[config.mk]
export PLATFORM = sky130hd
export DESIGN_NAME = atm_controller_param
export DESIGN_NICKNAME = d
export VERILOG_FILES = /design/src/rtl/atm_controller_param.sv
export SDC_FILE = /design/constraint.sdc
export NUM_CORES = 1
export LEC_CHECK = 0
export CORE_ASPECT_RATIO = 0.8
export CORE_MARGIN = 8
export CORE_UTILIZATION = 53
export DETAILED_ROUTE_END_ITERATION = 10
export PLACE_DENSITY = 0.83
export REMOVE_ABC_BUFFERS = 1
export SETUP_SLACK_MARGIN = 0.3
export SYNTH_ARGS = -nofsm -noshare
export SYNTH_HDL_FRONTEND = slang
export SYNTH_SLANG_ARGS = --single-unit
[constraint.sdc]
create_clock -name clk -period 3.4 [get_ports clk]
set_clock_uncertainty 0.05 [all_clocks]
set_input_delay 0.34 -clock clk [delete_from_list [all_inputs] [get_ports clk]]
set_output_delay 0.34 -clock clk [all_outputs]
set_load 0.01 [all_outputs]
[src/rtl/atm_controller_param.sv]
// atm_controller_param: ATM session controller (PIN entry with attempt lockout, deposit/withdrawal on an internal balance)
// Ports: clk, rst (async, active-low); inputs tarjeta_recibida, cancelar, tipo_trans, digito_stb/digito, monto_stb/monto;
// registered outputs balance_actualizado, entregar_dinero, pin_incorrecto, advertencia, bloqueo,
// fondos_insuficientes, monto_invalido, tiempo_agotado, sesion_activa, saldo.
module atm_controller_param #(
  parameter int unsigned PIN_DIGITS = 4,
  parameter logic [31:0] PIN_CORRECTO = 32'h0000_4756,
  parameter int unsigned MAX_INTENTOS = 3,
  parameter int unsigned BALANCE_W = 64,
  parameter int unsigned MONTO_W = 32,
  parameter logic [BALANCE_W-1:0] BALANCE_INICIAL = 4500,
  parameter logic [BALANCE_W-1:0] LIMITE_RETIRO = 2000,
  parameter int unsigned TIMEOUT_CICLOS = 1000
) (
  input  logic                 clk,
  input  logic                 rst,
  input  logic                 tarjeta_recibida,
  input  logic                 cancelar,
  input  logic                 tipo_trans,
  input  logic                 digito_stb,
  input  logic [3:0]           digito,
  input  logic                 monto_stb,
  input  logic [MONTO_W-1:0]   monto,
  output logic                 balance_actualizado,
  output logic                 entregar_dinero,
  output logic                 pin_incorrecto,
  output logic                 advertencia,
  output logic                 bloqueo,
  output logic                 fondos_insuficientes,
  output logic                 monto_invalido,
  output logic                 tiempo_agotado,
  output logic                 sesion_activa,
  output logic [BALANCE_W-1:0] saldo
);
  localparam int unsigned PW = 4 * PIN_DIGITS;
  localparam int unsigned CW = $clog2(PIN_DIGITS + 1);
  localparam int unsigned IW = $clog2(MAX_INTENTOS + 1);
  typedef enum logic [2:0] {ESPERA, PIN, EVAL, TRANS, BLOQUEO} state_t;
  state_t state, state_n;
  logic [IW-1:0] intentos, intentos_n, int_inc;
  logic [CW-1:0] cnt, cnt_n;
  logic [PW-1:0] pin_reg, pin_n;
  logic [31:0] timer, timer_n, tick;
  logic [BALANCE_W-1:0] saldo_n, m;
  logic [BALANCE_W:0] sum;
  logic tout, adv_n, bloq_n, bal_n, ent_n, pinc_n, fon_n, inv_n, tag_n, ses_n;
  always_comb begin
    state_n = state;
    intentos_n = intentos;
    cnt_n = cnt;
    pin_n = pin_reg;
    timer_n = timer;
    saldo_n = saldo;
    adv_n = advertencia;
    bloq_n = bloqueo;
    bal_n = 1'b0;
    ent_n = 1'b0;
    pinc_n = 1'b0;
    fon_n = 1'b0;
    inv_n = 1'b0;
    tag_n = 1'b0;
    int_inc = intentos + 1'b1;
    tick = timer + 32'd1;
    tout = (TIMEOUT_CICLOS != 0) && (tick == TIMEOUT_CICLOS);
    m = BALANCE_W'(monto);
    sum = {1'b0, saldo} + {1'b0, m};
    case (state)
      ESPERA: if (tarjeta_recibida) begin
        state_n = PIN;
        cnt_n = '0;
        pin_n = '0;
        timer_n = '0;
      end
      PIN: if (cancelar) begin
        state_n = ESPERA;
        adv_n = 1'b0;
      end else if (digito_stb && digito <= 4'd9) begin
        pin_n = PW'({pin_reg, digito});
        cnt_n = cnt + 1'b1;
        timer_n = '0;
        if (cnt == CW'(PIN_DIGITS - 1)) state_n = EVAL;
      end else if (tout) begin
        state_n = ESPERA;
        tag_n = 1'b1;
        adv_n = 1'b0;
      end else timer_n = tick;
      EVAL: if (cancelar) begin
        state_n = ESPERA;
        adv_n = 1'b0;
      end else if (pin_reg == PIN_CORRECTO[PW-1:0]) begin
        state_n = TRANS;
        intentos_n = '0;
        adv_n = 1'b0;
        timer_n = '0;
      end else begin
        intentos_n = int_inc;
        pinc_n = 1'b1;
        cnt_n = '0;
        timer_n = '0;
        state_n = (int_inc == IW'(MAX_INTENTOS)) ? BLOQUEO : PIN;
        bloq_n = (int_inc == IW'(MAX_INTENTOS));
        if (int_inc == IW'(MAX_INTENTOS - 1)) adv_n = 1'b1;
      end
      TRANS: if (cancelar) begin
        state_n = ESPERA;
        adv_n = 1'b0;
      end else if (monto_stb) begin
        state_n = ESPERA;
        if (m == '0) inv_n = 1'b1;
        else if (!tipo_trans) begin
          inv_n = sum[BALANCE_W];
          bal_n = !sum[BALANCE_W];
          saldo_n = sum[BALANCE_W] ? saldo : sum[BALANCE_W-1:0];
        end else if (m > LIMITE_RETIRO) inv_n = 1'b1;
        else if (m > saldo) fon_n = 1'b1;
        else begin
          saldo_n = saldo - m;
          ent_n = 1'b1;
          bal_n = 1'b1;
        end
      end else if (tout) begin
        state_n = ESPERA;
        tag_n = 1'b1;
        adv_n = 1'b0;
      end else timer_n = tick;
      default: ;
    endcase
    ses_n = (state_n == PIN) || (state_n == EVAL) || (state_n == TRANS);
  end
  always_ff @(posedge clk or negedge rst) begin
    if (!rst) begin
      state <= ESPERA;
      intentos <= '0;
      cnt <= '0;
      pin_reg <= '0;
      timer <= '0;
      saldo <= BALANCE_INICIAL;
      advertencia <= 1'b0;
      bloqueo <= 1'b0;
      balance_actualizado <= 1'b0;
      entregar_dinero <= 1'b0;
      pin_incorrecto <= 1'b0;
      fondos_insuficientes <= 1'b0;
      monto_invalido <= 1'b0;
      tiempo_agotado <= 1'b0;
      sesion_activa <= 1'b0;
    end else begin
      state <= state_n;
      intentos <= intentos_n;
      cnt <= cnt_n;
      pin_reg <= pin_n;
      timer <= timer_n;
      saldo <= saldo_n;
      advertencia <= adv_n;
      bloqueo <= bloq_n;
      balance_actualizado <= bal_n;
      entregar_dinero <= ent_n;
      pin_incorrecto <= pinc_n;
      fondos_insuficientes <= fon_n;
      monto_invalido <= inv_n;
      tiempo_agotado <= tag_n;
      sesion_activa <= ses_n;
    end
  end
endmodule

==> flow_results.org <==
** STA
- Setup violations remaining at the end of the flow were counted as 50.
- The smallest clock period supported by the final layout is computed as approximately 3700 ps.
- Maximum clock frequency :: approximately 270 MHz
- Slew at the pin closest to its max-slew limit :: roughly 1200 ps
- The count of final max-slew check failures came to 0.
- The worst path uses 108% of the clock period.
- Setup slack on the critical path of the routed design comes to -289 ps.
- Headroom to the max-slew limit came out at 18.0%.
- The number of hold violations in the final report came to 0.
- Setup repair after global routing missed its margin :: true

** Logic synthesis
- sky130_fd_sc_hd__nand2_1 is the most common cell in the netlist.
- Top cell type by total area after synthesis :: sky130_fd_sc_hd__dfrtp_1
- Summing the sequential cell areas from Yosys gives between 20% and 30% of the chip area.
- Dominant cells by area after synthesis :: sky130_fd_sc_hd__dfrtp_1 (28%), sky130_fd_sc_hd__ha_1 (7.7%), sky130_fd_sc_hd__a21oi_1 (4.5%)
- Yosys printed 0 warnings.
- Counting flops with an async set or reset pin after synthesis yields a share of 100%.
- Leading cell types by count after synthesis :: sky130_fd_sc_hd__nand2_1 (131), sky130_fd_sc_hd__dfrtp_1 (124), sky130_fd_sc_hd__nor2_1 (115)
- Area share of the leading cell type in the synthesized netlist :: ~28%
- Synth Area per Inst :: about 7.9 µm²
- Yosys mapped a number of flops with a built-in enable equal to 0.
- #FFs+latches synth :: approximately 130
- The most used flip-flop cell after synthesis is sky130_fd_sc_hd__dfrtp_1.
- Cell count after synthesis :: approximately 1400
- Post-synthesis instance area :: around 11000 µm²
- Count of cell types in the netlist :: 93

** Cells and area
- NumNets Final :: slightly below 2000
- Across the whole layout, storage elements account for between 3000 and 4000 µm².
- Area occupied by multi-input gates :: between 8000 and 9000 µm²
- Fin area :: about 18000 µm²
- Share of post-route cells with drive strength above 1 :: between 30% and 40%
- 0 antenna diodes ended up in the layout.
- Layout overhead on the synthesized area :: 55.6%
- Layout fillers :: 1100
- The register with the most flip-flops in the layout has 64 of them.

** Worst hold path
- The path class of the tightest hold or removal check is in2async.

** Floorplan
- Measured along the y axis, the die boundary spans 146 µm.
- Row Count :: 47
- Starting density of the core :: 54.3%
- Number of primary I/O pins :: around 120
- Measured along the x axis, the die boundary spans ~180 µm.
- Die outline area :: 26200 µm²
- In this run the standard cell core region covers approximately 21000 µm².

** Global routing
- Overall routing resource usage :: about a third
- Number of global-route vias before repair :: between 10000 and 15000
- Entering global routing, the biggest net connects slightly above 90 pins.
- Global-route congestion overflow total :: 0
- Initial antenna violation count :: 0
- First-pass GRT wire length :: around 74000 µm

** Power
- Total power for the finished layout comes to around 4.2 mW.
- Largest voltage drop on the vdd net :: approximately 280 µV
- The internal power of the cells totals 2.95 mW.
- For this design the ratio of total power to cell area is approximately 240 nW/µm².
- Of the total power, registers draw a little under two fifths.
- The clock network burns approximately 47% of the power.
- For this design the total switching power over the nets is about 1.2 mW.
- Combinational cell fraction of total power :: ~16%
- Switching portion of total power :: between 20% and 30%
- Cell leakage power :: between 7 and 8 nW

** Detailed routing
- Overall routed net length :: 51900 µm
- Initial drt markers :: 2276
- Number of routed nets with antenna violations :: 0
- Routed wirelength normalized by instance count :: between 20 and 25 µm
- Total via count after detailed routing :: approximately 14000
- Avg Vias per Cell :: roughly 6.9
- For this run, design rule violations remaining after detail routing come to 0.
- The first detailed-routing pass ran for 9 iterations.

** Worst setup path
- Of all nets on the critical path, the largest fanout is 5.
- Number of cells on the worst reg-to-reg path :: 12
- Worst Setup End Kind :: flip-flop
- R2r endpoint :: saldo[56]
- The setup check on the worst reg-to-reg path leaves a slack of -290 ps.
- Kind of critical path :: reg2reg
- Critical path data required time :: between 3000 and 4000 ps
- The worst setup path is launched from a flip-flop.
- For the worst setup path, the data arrival time is roughly 4000 ps.
- Reg2reg start :: saldo[9]

** CTS
- CTS built an H-tree with a depth of 4.
- Skew-Pair Late Insertion Delay :: approximately 450 ps
- Clock Tree Buf Depth :: 2
- After clock tree synthesis, the clock-pin slew on the worst setup and hold paths is roughly 60 ps.
- CTS saw between 100 and 150 sinks.
- Cell at the root of the clock tree :: sky130_fd_sc_hd__clkbuf_16
- TritonCTS clock tree :: built
- Number of buffers added by the clock tree synthesis step :: 17

** Flow run
- Across the run, the number of max-cap violations was 0.

** Outcome
- Outcome :: finished, violations left
- The final reports fail on setup timing.

** Place
- DP Area :: between 10000 and 15000 µm²
- Port-buffer cells :: around 120
- Sum of net half-perimeters after detailed placement :: about 31000 µm
- Routability-driven placement finished with a final weighted congestion of around 1.0.
==> logic make-up after synthesis <==
| kind of cell | share of synthesized area (%) |
|---|---|
| buffers and inverters | 5.99 |
| AOI/OAI and AO/OA | 23.9 |
| adders and majority gates | 8.02 |
| DFF | 28.7 |
| and+or+nand+nor | 26.8 |
| muxes | 0.833 |
| xor gates and xnor gates | 5.83 |
==> critical path: stages (launching register included) <==
cell	delay (ps)
sky130_fd_sc_hd__dfrtp_2	470
sky130_fd_sc_hd__ha_4	270
sky130_fd_sc_hd__nor4_4	430
sky130_fd_sc_hd__or4b_4	570
sky130_fd_sc_hd__a21oi_4	250
sky130_fd_sc_hd__nor4_4	100
sky130_fd_sc_hd__buf_4	180
sky130_fd_sc_hd__or3_4	370
sky130_fd_sc_hd__a21oi_4	190
sky130_fd_sc_hd__buf_6	180
sky130_fd_sc_hd__a32oi_2	80
sky130_fd_sc_hd__a211oi_4	250
sky130_fd_sc_hd__xor2_1	200
==> worst max path at each step <==
stage / cells past startpoint / from / slack, ps / endpoint
final: 12 / saldo[9] / -290 / saldo[56]
after global routing: 12 / saldo[9] / -280 / saldo[56]
after CTS: 16 / saldo[0] / 50 / saldo[59]
after detailed placement: 15 / monto[0] / -890 / saldo[49]
after global placement: 15 / monto[0] / -720 / saldo[57]
after floorplan: 11 / saldo[0] / -700 / saldo[57]
==> layout make-up <==
type                    instances  share of cell area [%]
multi-input cells            1134                    50.3
clock buffers                  21                    2.63
well taps                     269                    1.92
repair inverters                1                  0.0928
repair buffers                458                    24.1
flip-flops and latches        129                    18.5
clock inverters                11                   0.742
inverters                      77                    1.75
==> timing repair <==
item / 4_1_cts / 5_1_grt
setup endpoints to repair: 103 / 102
hold endpoints to repair: 16 / 0
gates cloned: 14 / 3
setup buffers: 27 / 20
gates resized for setup: 244 / 147
pin swaps: 60 / 65
hold buffers: 1 / 0
==> placed cells by master, fill, tap and decap left out, types with 19 or more instances in the layout <==
master / synthesis / routed
sky130_fd_sc_hd__nor4_1: 30 / 21
sky130_fd_sc_hd__a21oi_1: 102 / 86
sky130_fd_sc_hd__nand2_1: 131 / 96
sky130_fd_sc_hd__o21ai_0: 99 / 54
sky130_fd_sc_hd__xor2_1: 35 / 32
sky130_fd_sc_hd__nand4_1: 34 / 34
sky130_fd_sc_hd__a22o_1: 21 / 21
sky130_fd_sc_hd__ha_1: 69 / 57
sky130_fd_sc_hd__nor3_1: 58 / 46
sky130_fd_sc_hd__buf_4: 5 / 296
sky130_fd_sc_hd__nor2_1: 115 / 109
sky130_fd_sc_hd__clkdlybuf4s50_1: 0 / 107
sky130_fd_sc_hd__inv_1: 74 / 71
sky130_fd_sc_hd__or3_1: 22 / 21
sky130_fd_sc_hd__nand2_4: 0 / 23
sky130_fd_sc_hd__o21ai_1: 0 / 21
sky130_fd_sc_hd__dfrtp_1: 124 / 115
sky130_fd_sc_hd__buf_6: 1 / 19
sky130_fd_sc_hd__xnor2_1: 40 / 33
sky130_fd_sc_hd__nand3_1: 65 / 58
sky130_fd_sc_hd__o21ai_2: 0 / 22
==> power by group through the flow <==
stage	combinational, mW	sequential (mW)	clock (mW)
floorplan	0.236	1.60	0
global placement	0.527	1.61	0
detailed placement	0.540	1.61	0
CTS	0.586	1.58	1.91
global route	0.684	1.59	2.00
finish	0.647	1.59	1.94
==> through the flow <==
stage               setup WS [ps]  std cells  TNS (ps)  hold slack (ps)  utilization, %
CTS                          46.4       2077         0              435            80.3
floorplan                    -695       1337    -23940            -5.59               -
global route                 -281       2100     -5960              461            84.5
detailed placement           -894       2003    -45970              414            69.9
global placement             -720       2003    -35560              408            69.9
finish                       -289       2100     -5300              428            84.5
==> metal layers <==
layer	global-route usage, %	vias to the layer above	part of all wire [%]
met5	0	-	0
met4	15.6	0	6.2
li1	-	6032	-
met2	52.8	1317	43
met3	9.69	398	13
met1	46.6	6738	38
No activity file was read; power rests on OpenSTA's default activity.
